--- config.mk ---
export PLATFORM = sky130hd
export DESIGN_NAME = shared_reg_arbiter
export DESIGN_NICKNAME = d
export VERILOG_FILES = /design/src/rtl/shared_reg_arbiter.sv
export SDC_FILE = /design/constraint.sdc
export NUM_CORES = 1
export LEC_CHECK = 0
export BUFFER_PORTS_ARGS = -buffer_cell sky130_fd_sc_hd__buf_2
export CORE_UTILIZATION = 42
export DETAILED_ROUTE_END_ITERATION = 8
export PLACE_DENSITY = 0.85
export SLEW_MARGIN = 20
export SYNTH_ARGS = -nofsm -noshare
export SYNTH_HDL_FRONTEND = slang
export SYNTH_SLANG_ARGS = --single-unit
--- constraint.sdc ---
create_clock -name clk -period 1.8 [get_ports clk]
set_input_delay 0.09 -clock clk [delete_from_list [all_inputs] [get_ports clk]]
set_output_delay 0.09 -clock clk [all_outputs]
set_load 0.01 [all_outputs]
--- src/rtl/shared_reg_arbiter.sv ---
// shared_reg_arbiter: round-robin arbiter that sequences writes from N_REQ requesters
// into one shared DW-bit register, holding the grant for HOLD_CYC guard cycles.
module shared_reg_arbiter #(
    parameter int N_REQ    = 4,
    parameter int DW       = 8,
    parameter int HOLD_CYC = 2
) (
    input  logic                clk,
    input  logic                rst,
    input  logic [N_REQ-1:0]    req,
    input  logic [N_REQ*DW-1:0] data_in,
    output logic [DW-1:0]       q,
    output logic [N_REQ-1:0]    gnt,
    output logic [N_REQ-1:0]    ack,
    output logic                load,
    output logic                busy
);
    localparam int PW = $clog2(N_REQ);

    typedef enum logic [1:0] {IDLE, LOAD, HOLD} state_t;

    state_t        state, state_d;
    logic [PW-1:0] ptr, win, pick;
    logic [3:0]    cnt;

    // Later-searched candidates are overwritten, so the first set bit after ptr wins.
    always_comb begin
        pick = ptr;
        for (int k = N_REQ; k >= 1; k--)
            if (req[(int'(ptr) + k) % N_REQ]) pick = PW'((int'(ptr) + k) % N_REQ);
    end

    always_comb begin
        state_d = state;
        load    = 1'b0;
        busy    = 1'b0;
        ack     = '0;
        case (state)
            IDLE: state_d = (|req) ? LOAD : IDLE;
            LOAD: begin
                state_d = (HOLD_CYC > 0) ? HOLD : IDLE;
                load    = 1'b1;
                busy    = 1'b1;
                ack     = gnt;
            end
            HOLD: begin
                state_d = (cnt == 4'd1) ? IDLE : HOLD;
                busy    = 1'b1;
            end
            default: state_d = IDLE;
        endcase
    end

    always_ff @(posedge clk or negedge rst) begin
        if (!rst) begin
            state <= IDLE;
            q     <= '0;
            gnt   <= '0;
            ptr   <= PW'(N_REQ - 1);
            win   <= '0;
            cnt   <= '0;
        end else begin
            state <= state_d;
            case (state)
                IDLE: if (|req) begin
                    gnt <= N_REQ'(1) << pick;
                    win <= pick;
                end
                LOAD: begin
                    q   <= data_in[int'(win)*DW +: DW];
                    ptr <= win;
                    cnt <= 4'(HOLD_CYC);
                    if (HOLD_CYC == 0) gnt <= '0;
                end
                HOLD: begin
                    cnt <= cnt - 4'd1;
                    if (cnt == 4'd1) gnt <= '0;
                end
                default: gnt <= '0;
            endcase
        end
    end
endmodule
Yosys cells after proc, flatten, opt, wreduce, memory -nomap -nowiden

Index checks and enable logic that the tools add are counted.

Flip-flop bits (word level): 22
Bits of input ports: 38

Add/subtract/negate cells: 5
Bitwise logic cells: 5
Multiplexer cells: 26
Magnitude comparators: 4
Reductions and logical operators: 10
Shifts and indexed selects: 2
Equality and inequality tests: 5

Operator list:

| operator                                                    | count |
|---|---|
| indexed part select 32 x 6 -> 8 bit                         | 1 |
| less-than comparator 3 x 4 -> 1 bit (second input constant) | 4 |
| 2-to-1 mux 4 bit                                            | 3 |
| case mux 4 bit (3 select lines)                             | 1 |
| 2-to-1 mux 1 bit                                            | 11 |
| 2-to-1 mux 2 bit                                            | 5 |
| OR reduction 2 bit                                          | 5 |
| binary-select mux 1 bit (select 2 bit)                      | 4 |
| case mux 4 bit (2 select lines)                             | 1 |
| case mux 2 bit (3 select lines)                             | 1 |
| adder 2 x 1 -> 2 bit (second input constant)                | 2 |
| adder 2 bit (second input constant)                         | 2 |
| bitwise AND 1 bit (first input constant)                    | 4 |
| == test 4 x 1 -> 1 bit (second input constant)              | 1 |
| != test 2 bit (second input constant)                       | 2 |
| OR reduction 4 bit                                          | 1 |
| left shift 1 x 2 -> 4 bit (first input constant)            | 1 |
| subtractor 4 x 1 -> 4 bit (second input constant)           | 1 |
| AND reduction 3 bit                                         | 1 |
| == test 2 x 1 -> 1 bit (second input constant)              | 1 |
| == test 2 bit (second input constant)                       | 1 |
| logical NOT 2 bit                                           | 1 |
| AND reduction 2 bit                                         | 1 |
| nonzero test 2 bit                                          | 1 |
| inverter 1 bit                                              | 1 |

Logic depth before layout (Yosys ltp)

Gate-level depths: netlist of the first run.

Word-level depth: 13
Gate-level depth with buffers: 6
Depth with buffers taken out: 6

Worst setup path before layout of the first run

No wires, ideal clock.

Kind: register to register
Start point: register cnt[1]
End point: register gnt[0]
Data required time: 1690 ps
Arrival time: 1643 ps
Period minus slack after synthesis: 1753 ps
Path buffers: 0
Stages on the path, launching flop included: 6
Library setup time: 110 ps
Slack: 47 ps
Cell sequence: dfrtp_1 > inv_1 > ha_1 > or3b_1 > a221o_1 > o41ai_1

Word-level cells in the longest chain between the ends: 3

RTL lines:

| element                              | line | text |
|---|---|---|
| start: declaration                   | 24   | `logic [3:0] cnt;` |
| start signal: assignment             | 72   | `cnt <= 4'(HOLD_CYC);` |
| start signal: assignment             | 76   | `cnt <= cnt - 4'd1;` |
| == test 4 x 1 -> 1 bit               | 77   | `if (cnt == 4'd1) gnt <= '0;` |
| != test 2 bit (no source line)       | -    |  |
| AND reduction 3 bit (no source line) | -    |  |
| end signal: assignment               | 66   | `gnt <= N_REQ'(1) << pick;` |
| end: declaration                     | 13   | `output logic [N_REQ-1:0] gnt,` |

No other way between the ends.
A chain may end at the register's enable or synchronous reset.

Final worst setup path of the first run

Start point: register cnt[1]
End point: register gnt[3]

The elaborated chain is that of the path after synthesis.

==> results of run 1 <==
## synth_stat cells, drive strengths merged
| cell | count | area [um2] |
|---|---|---|
| nand2 | 7 | 26.3 |
| a221oi | 1 | 8.76 |
| a21oi | 1 | 5.00 |
| inv | 8 | 30.0 |
| nor4 | 1 | 6.26 |
| nor2 | 3 | 11.3 |
| mux2i | 1 | 10.0 |
| a21o | 1 | 7.51 |
| buf | 2 | 16.3 |
| or3b | 1 | 8.76 |
| clkbuf | 2 | 7.51 |
| and2 | 5 | 31.3 |
| o41ai | 2 | 17.5 |
| nand2b | 5 | 31.3 |
| o211ai | 1 | 7.51 |
| nand3b | 1 | 7.51 |
| o21ai | 9 | 45.0 |
| nand3 | 2 | 10.0 |
| mux4 | 8 | 180 |
| dfrtp | 20 | 500 |
| nor3 | 1 | 5.00 |
| a31oi | 1 | 6.26 |
| ha | 6 | 75.1 |
| mux2 | 11 | 124 |
| dfstp | 2 | 52.6 |
| a221o | 2 | 20.0 |
| or2 | 1 | 6.26 |
| nand4bb | 1 | 11.3 |
## layer usage
layer	global-route usage, %	wire length (um)	up-vias
met4	10.5	76	0
met2	34.6	1680	31
met3	2.95	113	9
li1	-	-	508
met5	0	0	-
met1	21.1	1070	524
## power by group through the flow
stage	Clock [mW]	Sequential, mW	Combinational (mW)
after floorplan	0	0.934	0.960
after global placement	0	0.967	1.25
after detailed placement	0	0.997	1.31
after CTS	0.291	0.984	1.35
after global routing	0.303	1.03	1.57
final	0.288	0.987	1.44
## final cells by class
class	count	area [um2]	share of cell area, %
clock buffers	4	36.3	2.15
inverters	8	30.0	1.78
multi-input cells	72	707	41.9
flip-flops and latches	22	553	32.8
well taps	31	38.8	2.30
repair buffers	61	323	19.1
## registers in the layout, indices dropped and copies added (netlist names)
register  count
cnt           4
gnt           4
ptr           2
q             8
state         2
win           2
## worst min path at each step
stage / depth (start not counted) / to / slack (ns)
2_1_floorplan: 0 / cnt[0]$_DFFE_PN0P_ / -0.21
3_3_place_gp: 1 / cnt[3]$_DFFE_PN0P_ / 0.07
3_5_place_dp: 1 / cnt[3]$_DFFE_PN0P_ / 0.09
4_1_cts: 4 / gnt[2]$_DFFE_PN0P_ / 0.19
5_1_grt: 3 / q[6]$_DFFE_PN0P_ / 0.21
6_report: 3 / q[3]$_DFFE_PN0P_ / 0.20
## worst reg2reg max path, stage by stage (launching register included)
cell	delay (ns)
dfrtp_1	0.41
inv_2	0.06
ha_1	0.12
or3b_4	0.37
a221o_2	0.46
nand4bb_4	0.22
o21ai_2	0.13
## stage by stage
stage                     instance area [um2]  utilization [%]  total power, mW  setup slack (ns)  TNS (ns)
after floorplan                          1270                -             1.89            0.0468         0
after global placement                   1570             56.1             2.22            0.0192         0
after detailed placement                 1570             56.1             2.31            -0.104    -0.304
after CTS                                1640             58.6             2.63           -0.0462   -0.0628
after global routing                     1690             60.2             2.90            -0.109    -0.283
final                                    1690             60.2             2.71           -0.0426   -0.0803
## cells by family (layout without fill, tap and decap cells)
logic type	Yosys count	in the layout	share of synthesized area, %
AO/OA/AOI/OAI	18	18	9.27
adder cells (fa/ha/maj)	6	6	5.92
buffers and inverters	12	73	4.24
flip-flops	22	22	43.6
multiplexers	20	20	24.8
AND/OR/NAND/NOR	28	28	12.2
## what timing repair did
action / CTS / global route
gates resized for setup: 2 / 6
hold buffers: 1 / 0
hold endpoints to repair: 20 / 0
buffers inserted: 2 / 1
endpoints found under the setup margin: 4 / 4
pin swaps: 3 / 4
## cells in the final DEF, fill, tap and decap left out, types with 5 or more instances in the layout
| master | Yosys | routed |
|---|---|---|
| nand2_1 | 7 | 7 |
| nand2b_1 | 5 | 5 |
| mux2_2 | 11 | 11 |
| buf_2 | 1 | 55 |
| mux4_2 | 8 | 8 |
| o21ai_0 | 5 | 5 |
| buf_4 | 0 | 5 |
| inv_1 | 8 | 7 |
| and2_1 | 5 | 5 |
| dfrtp_1 | 20 | 20 |
| ha_1 | 6 | 6 |
==> results.sh, run 1 <==
export IMPL_rsz0062_at_grt="true"
export IMPL_final_antenna_net_count=0
export IMPL_hp_start="data_in[19]"
export IMPL_end_kind="flop"
export IMPL_fin_crit_sh_pct=102
export IMPL_slowest_stage="a221o_2"
export IMPL_clk_path_buf_depth=2
export IMPL_drt_total_wl_um=2940
export IMPL_drc=10
export IMPL_cap_violations=0
export IMPL_htree_num_levels=1
export IMPL_fin_nets=212
export IMPL_initialDrtViolationCount=27
export IMPL_syn_area_per_cell_um2=12.0
export IMPL_dr_total_vias=1072
export IMPL_yosys_warnings=0
export IMPL_portBuffers=55
export IMPL_whs_ns=0.205
export IMPL_seqPwrFrac_pct=36.4
export IMPL_crit_path_start="cnt[1]$_DFFE_PN0P_"
export IMPL_p_per_area_nw_per_um2=1610
export IMPL_cts_tree="yes"
export IMPL_cp_arrival_ns=2.11
export IMPL_comb_power_share_pct=53.0
export IMPL_grt_usage_pct=19.0
export IMPL_syn_area_um2=1270
export IMPL_r2r_start="cnt[1]$_DFFE_PN0P_"
export IMPL_syn_nets=150
export IMPL_netSwitchingFraction_pct=39.4
export IMPL_ios=56
export IMPL_num_antenna_cells=0
export IMPL_first_pass_iters=6
export IMPL_grt_pass1_wl_um=4660
export IMPL_die_area_um2=3240
export IMPL_p_int_mw=1.64
export IMPL_r2r_end="gnt[3]$_DFFE_PN0P_"
export IMPL_die_y_um=57.0
export IMPL_gp_congestion=0.749
export IMPL_drv_slew=0
export IMPL_crit_family="compound AO/OA/AOI/OAI gates"
export IMPL_r2r_slack_ns=-0.04
export IMPL_synthCells=106
export IMPL_yosys_cell_types_count=30
export IMPL_p_leak_nw=0.825
export IMPL_path_cells="inv_2 -> ha_1 -> or3b_4 -> a221o_2 -> nand4bb_4 -> o21ai_2"
export IMPL_wl_per_cell_um=14.8
export IMPL_finalCriticalPeriod_ns=1.84
export IMPL_cp_required_ns=2.06
export IMPL_critical_path_buf_inv_count=1
export IMPL_core_area_um2=2810
export IMPL_cp_depth=6
export IMPL_cts_root_buf="clkbuf_4"
export IMPL_cts_sinks=22
export IMPL_start_util_pct=45.2
export IMPL_slew_headroom_pct=62.2
export IMPL_cts_made_buffers=3
export IMPL_area_growth_pct=33.0
export IMPL_ys_seq_area_share_pct=43.6
export IMPL_reg2regPathDepth=6
export IMPL_start_kind="flop"
export IMPL_hold_class="in -> reg"
export IMPL_tightest_slew_ns=0.567
export IMPL_grt_pass1_vias=1088
export IMPL_stdcell_count=198
export IMPL_p_sw_mw=1.07
export IMPL_vias_per_cell=5.41
export IMPL_cpPeakStageDelay_ns=0.46
export IMPL_fillerInstances=214
export IMPL_dp_cells=190
export IMPL_ys_seq_elements=22
export IMPL_critical_path_class="reg -> reg"
export IMPL_status="complete, but fails checks"
export IMPL_crit_path_max_fanout=6
export IMPL_ir_drop_uv=909
export IMPL_rows=19
export IMPL_worstSetupEndpoint="gnt[3]$_DFFE_PN0P_"
export IMPL_worst_slack_ns=-0.0426
export IMPL_setup_viol=2
export IMPL_finalHoldViolCount=0
export IMPL_worst_skew_pair_late_latency_ns=0.32
export IMPL_pwr_share_clk_pct=10.6
export IMPL_finalClockSkew_ns=0.00708
export IMPL_violations="design-rule violations, negative setup slack"
export IMPL_drive_gt1_share_pct=55.7
export IMPL_path_clk_slew_ns=0.13
export IMPL_fmax_mhz=543
export IMPL_grt_ovfl_total=0
export IMPL_antenna_found_initial=0
export IMPL_die_w_um=57.0
export IMPL_grt_max_degree=23
No activity file was read; power rests on OpenSTA's default activity.
==> run 2: changes to the inputs <==
--- a/config.mk
+++ b/config.mk
@@ -7,6 +7,7 @@
 export LEC_CHECK = 0
 export BUFFER_PORTS_ARGS = -buffer_cell sky130_fd_sc_hd__buf_2
 export CORE_UTILIZATION = 42
+export CTS_BUF_LIST = sky130_fd_sc_hd__clkbuf_16
 export DETAILED_ROUTE_END_ITERATION = 8
 export PLACE_DENSITY = 0.85
 export SLEW_MARGIN = 20
==> run 2 against run 1 <==
  * The flow still finishes with violations (design-rule violations, negative setup slack)
  * Register-to-register slack better by 0.02 ns
  * Final cell count stayed put
  * Final area up 2.5%
  * Critical path depth is the same
  * Sequential cell count stayed put
  * Total power is 7.7% higher
  * Worst setup slack better by 0.021 ns
  * Highest routed layer unchanged
==> results.sh, run 2 (synthesis gave the netlist of run 1 again) <==
export IMPL_status="complete, but fails checks"
export IMPL_violations="design-rule violations, negative setup slack"
export IMPL_setup_viol=2
export IMPL_start_kind="flop"
export IMPL_cts_sinks=22
export IMPL_ios=56
export IMPL_p_per_area_nw_per_um2=1690
export IMPL_fin_nets=212
export IMPL_final_cell_area_um2=1730
export IMPL_cts_tree="yes"
export IMPL_placed_area_um2=1570
export IMPL_portBuffers=55
export IMPL_grt_ovfl_total=0
export IMPL_finalCriticalPeriod_ns=1.82
export IMPL_die_w_um=57.0
export IMPL_start_util_pct=45.2
export IMPL_fin_util_pct=61.7
export IMPL_largest_register_ffs=8
export IMPL_die_y_um=57.0
export IMPL_finalHoldViolCount=0
export IMPL_p_leak_nw=0.842
export IMPL_drc=10
export IMPL_die_area_um2=3240
export IMPL_largest_register="q"
export IMPL_gp_congestion=0.749
export IMPL_htree_num_levels=1
export IMPL_finalClockSkew_ns=0.00311
export IMPL_clk_path_buf_depth=2
export IMPL_first_pass_iters=6
export IMPL_layout_commonest_cell="buf_2"
export IMPL_tightest_slew_ns=0.558
export IMPL_fillerInstances=216
export IMPL_cts_made_buffers=3
export IMPL_fmax_mhz=549
export IMPL_crit_path_max_fanout=6
export IMPL_rows=19
export IMPL_num_antenna_cells=0
export IMPL_core_area_um2=2810
export IMPL_final_cell_mix="55 x buf_2, 20 x dfrtp_1, 11 x mux2_2"
export IMPL_grt_max_degree=23
export IMPL_reg_top3="q: 8 flops, cnt: 4 flops, gnt: 4 flops"
export IMPL_slew_headroom_pct=62.8
export IMPL_cts_root_buf="clkbuf_16"
export IMPL_initialDrtViolationCount=28
export IMPL_wl_per_cell_um=15.3
export IMPL_antenna_found_initial=0
export IMPL_cp_arrival_ns=2.01
export IMPL_end_kind="flop"
export IMPL_worst_slack_ns=-0.0219
export IMPL_area_growth_pct=36.4
export IMPL_dr_total_vias=1074
export IMPL_final_antenna_net_count=0
export IMPL_rsz0062_at_grt="true"
export IMPL_drt_total_wl_um=3030
export IMPL_cp_required_ns=1.99
export IMPL_fin_crit_sh_pct=101
export IMPL_path_clk_slew_ns=0.06
export IMPL_r2r_slack_ns=-0.02
export IMPL_drive_gt1_share_pct=55.1
export IMPL_drv_slew=0
export IMPL_whs_ns=0.275
export IMPL_cap_violations=0
export IMPL_grt_usage_pct=19.5
export IMPL_hold_class="in -> reg"
export IMPL_vias_per_cell=5.42
export IMPL_grt_pass1_vias=1082
export IMPL_worst_skew_pair_late_latency_ns=0.26
export IMPL_grt_pass1_wl_um=4750
export IMPL_critical_path_class="reg -> reg"
export IMPL_final_setup_tns_ns=-0.0385
export IMPL_ir_drop_uv=777
run 2: cell count changes in the layout (fill, tap and decap cells not counted), sizes merged:
cell,change
clkinv,+1
clkbuf,-1
run 2: area by class of cell:
cell class	instances	area, um2	area share, %
clock buffer	3	75.1	4.34
clock inverter	1	3.75	0.217
inverter	8	30.0	1.74
multi-input combinational	72	707	40.9
sequential	22	553	32.0
tap	31	38.8	2.24
timing repair buffer	61	323	18.7
run 2: worst paths after layout:
| check | from | end | cells after the start |
|---|---|---|---|
| hold reg to reg | q[3]$_DFFE_PN0P_ | q[3]$_DFFE_PN0P_ | 1 |
| max in group asynchronous | rst | ptr[0]$_DFFE_PN1P_ | 2 |
| setup / recovery | cnt[1]$_DFFE_PN0P_ | gnt[3]$_DFFE_PN0P_ | 6 |
| min in group asynchronous | rst | cnt[3]$_DFFE_PN0P_ | 2 |
| setup reg to reg | cnt[1]$_DFFE_PN0P_ | gnt[3]$_DFFE_PN0P_ | 6 |
| hold / removal | data_in[3] | q[3]$_DFFE_PN0P_ | 3 |
run 2: timing repair:
action	4_1_cts	5_1_grt
hold buffers	1	0
gates resized for setup	2	6
endpoints found under the setup margin	4	4
setup buffers	2	1
pin swaps	3	4
endpoints found under the hold margin	20	0
run 2: worst max-delay path, cell delays in order, from the launching register on:
cell and delay [ns]:
dfrtp_1 0.38, inv_2 0.06, ha_1 0.12, or3b_4 0.37, a221o_2 0.46, nand4bb_4 0.22, o21ai_2 0.13
run 2: metrics by stage:
stage	worst slack (ns)	power, mW	cells
2_1_floorplan	0.0468	1.89	106
3_3_place_gp	0.0192	2.22	190
3_5_place_dp	-0.104	2.31	190
4_1_cts	-0.0319	2.84	197
5_1_grt	-0.0892	3.11	198
6_report	-0.0219	2.92	198
run 2: where the power goes:
part | switching [mW] | internal (mW) | total (mW)
Clock | 0.183 | 0.297 | 0.479
Combinational | 0.670 | 0.778 | 1.45
Sequential | 0.248 | 0.745 | 0.993
run 2: metal layers:
| layer | global-route usage (%) | vias up | routed length [um] |
|---|---|---|---|
| met5 | 0 | - | 0 |
| met4 | 10.5 | 0 | 84 |
| met3 | 2.27 | 9 | 113 |
| met2 | 36.1 | 33 | 1760 |
| met1 | 21.7 | 523 | 1070 |
| li1 | - | 509 | - |
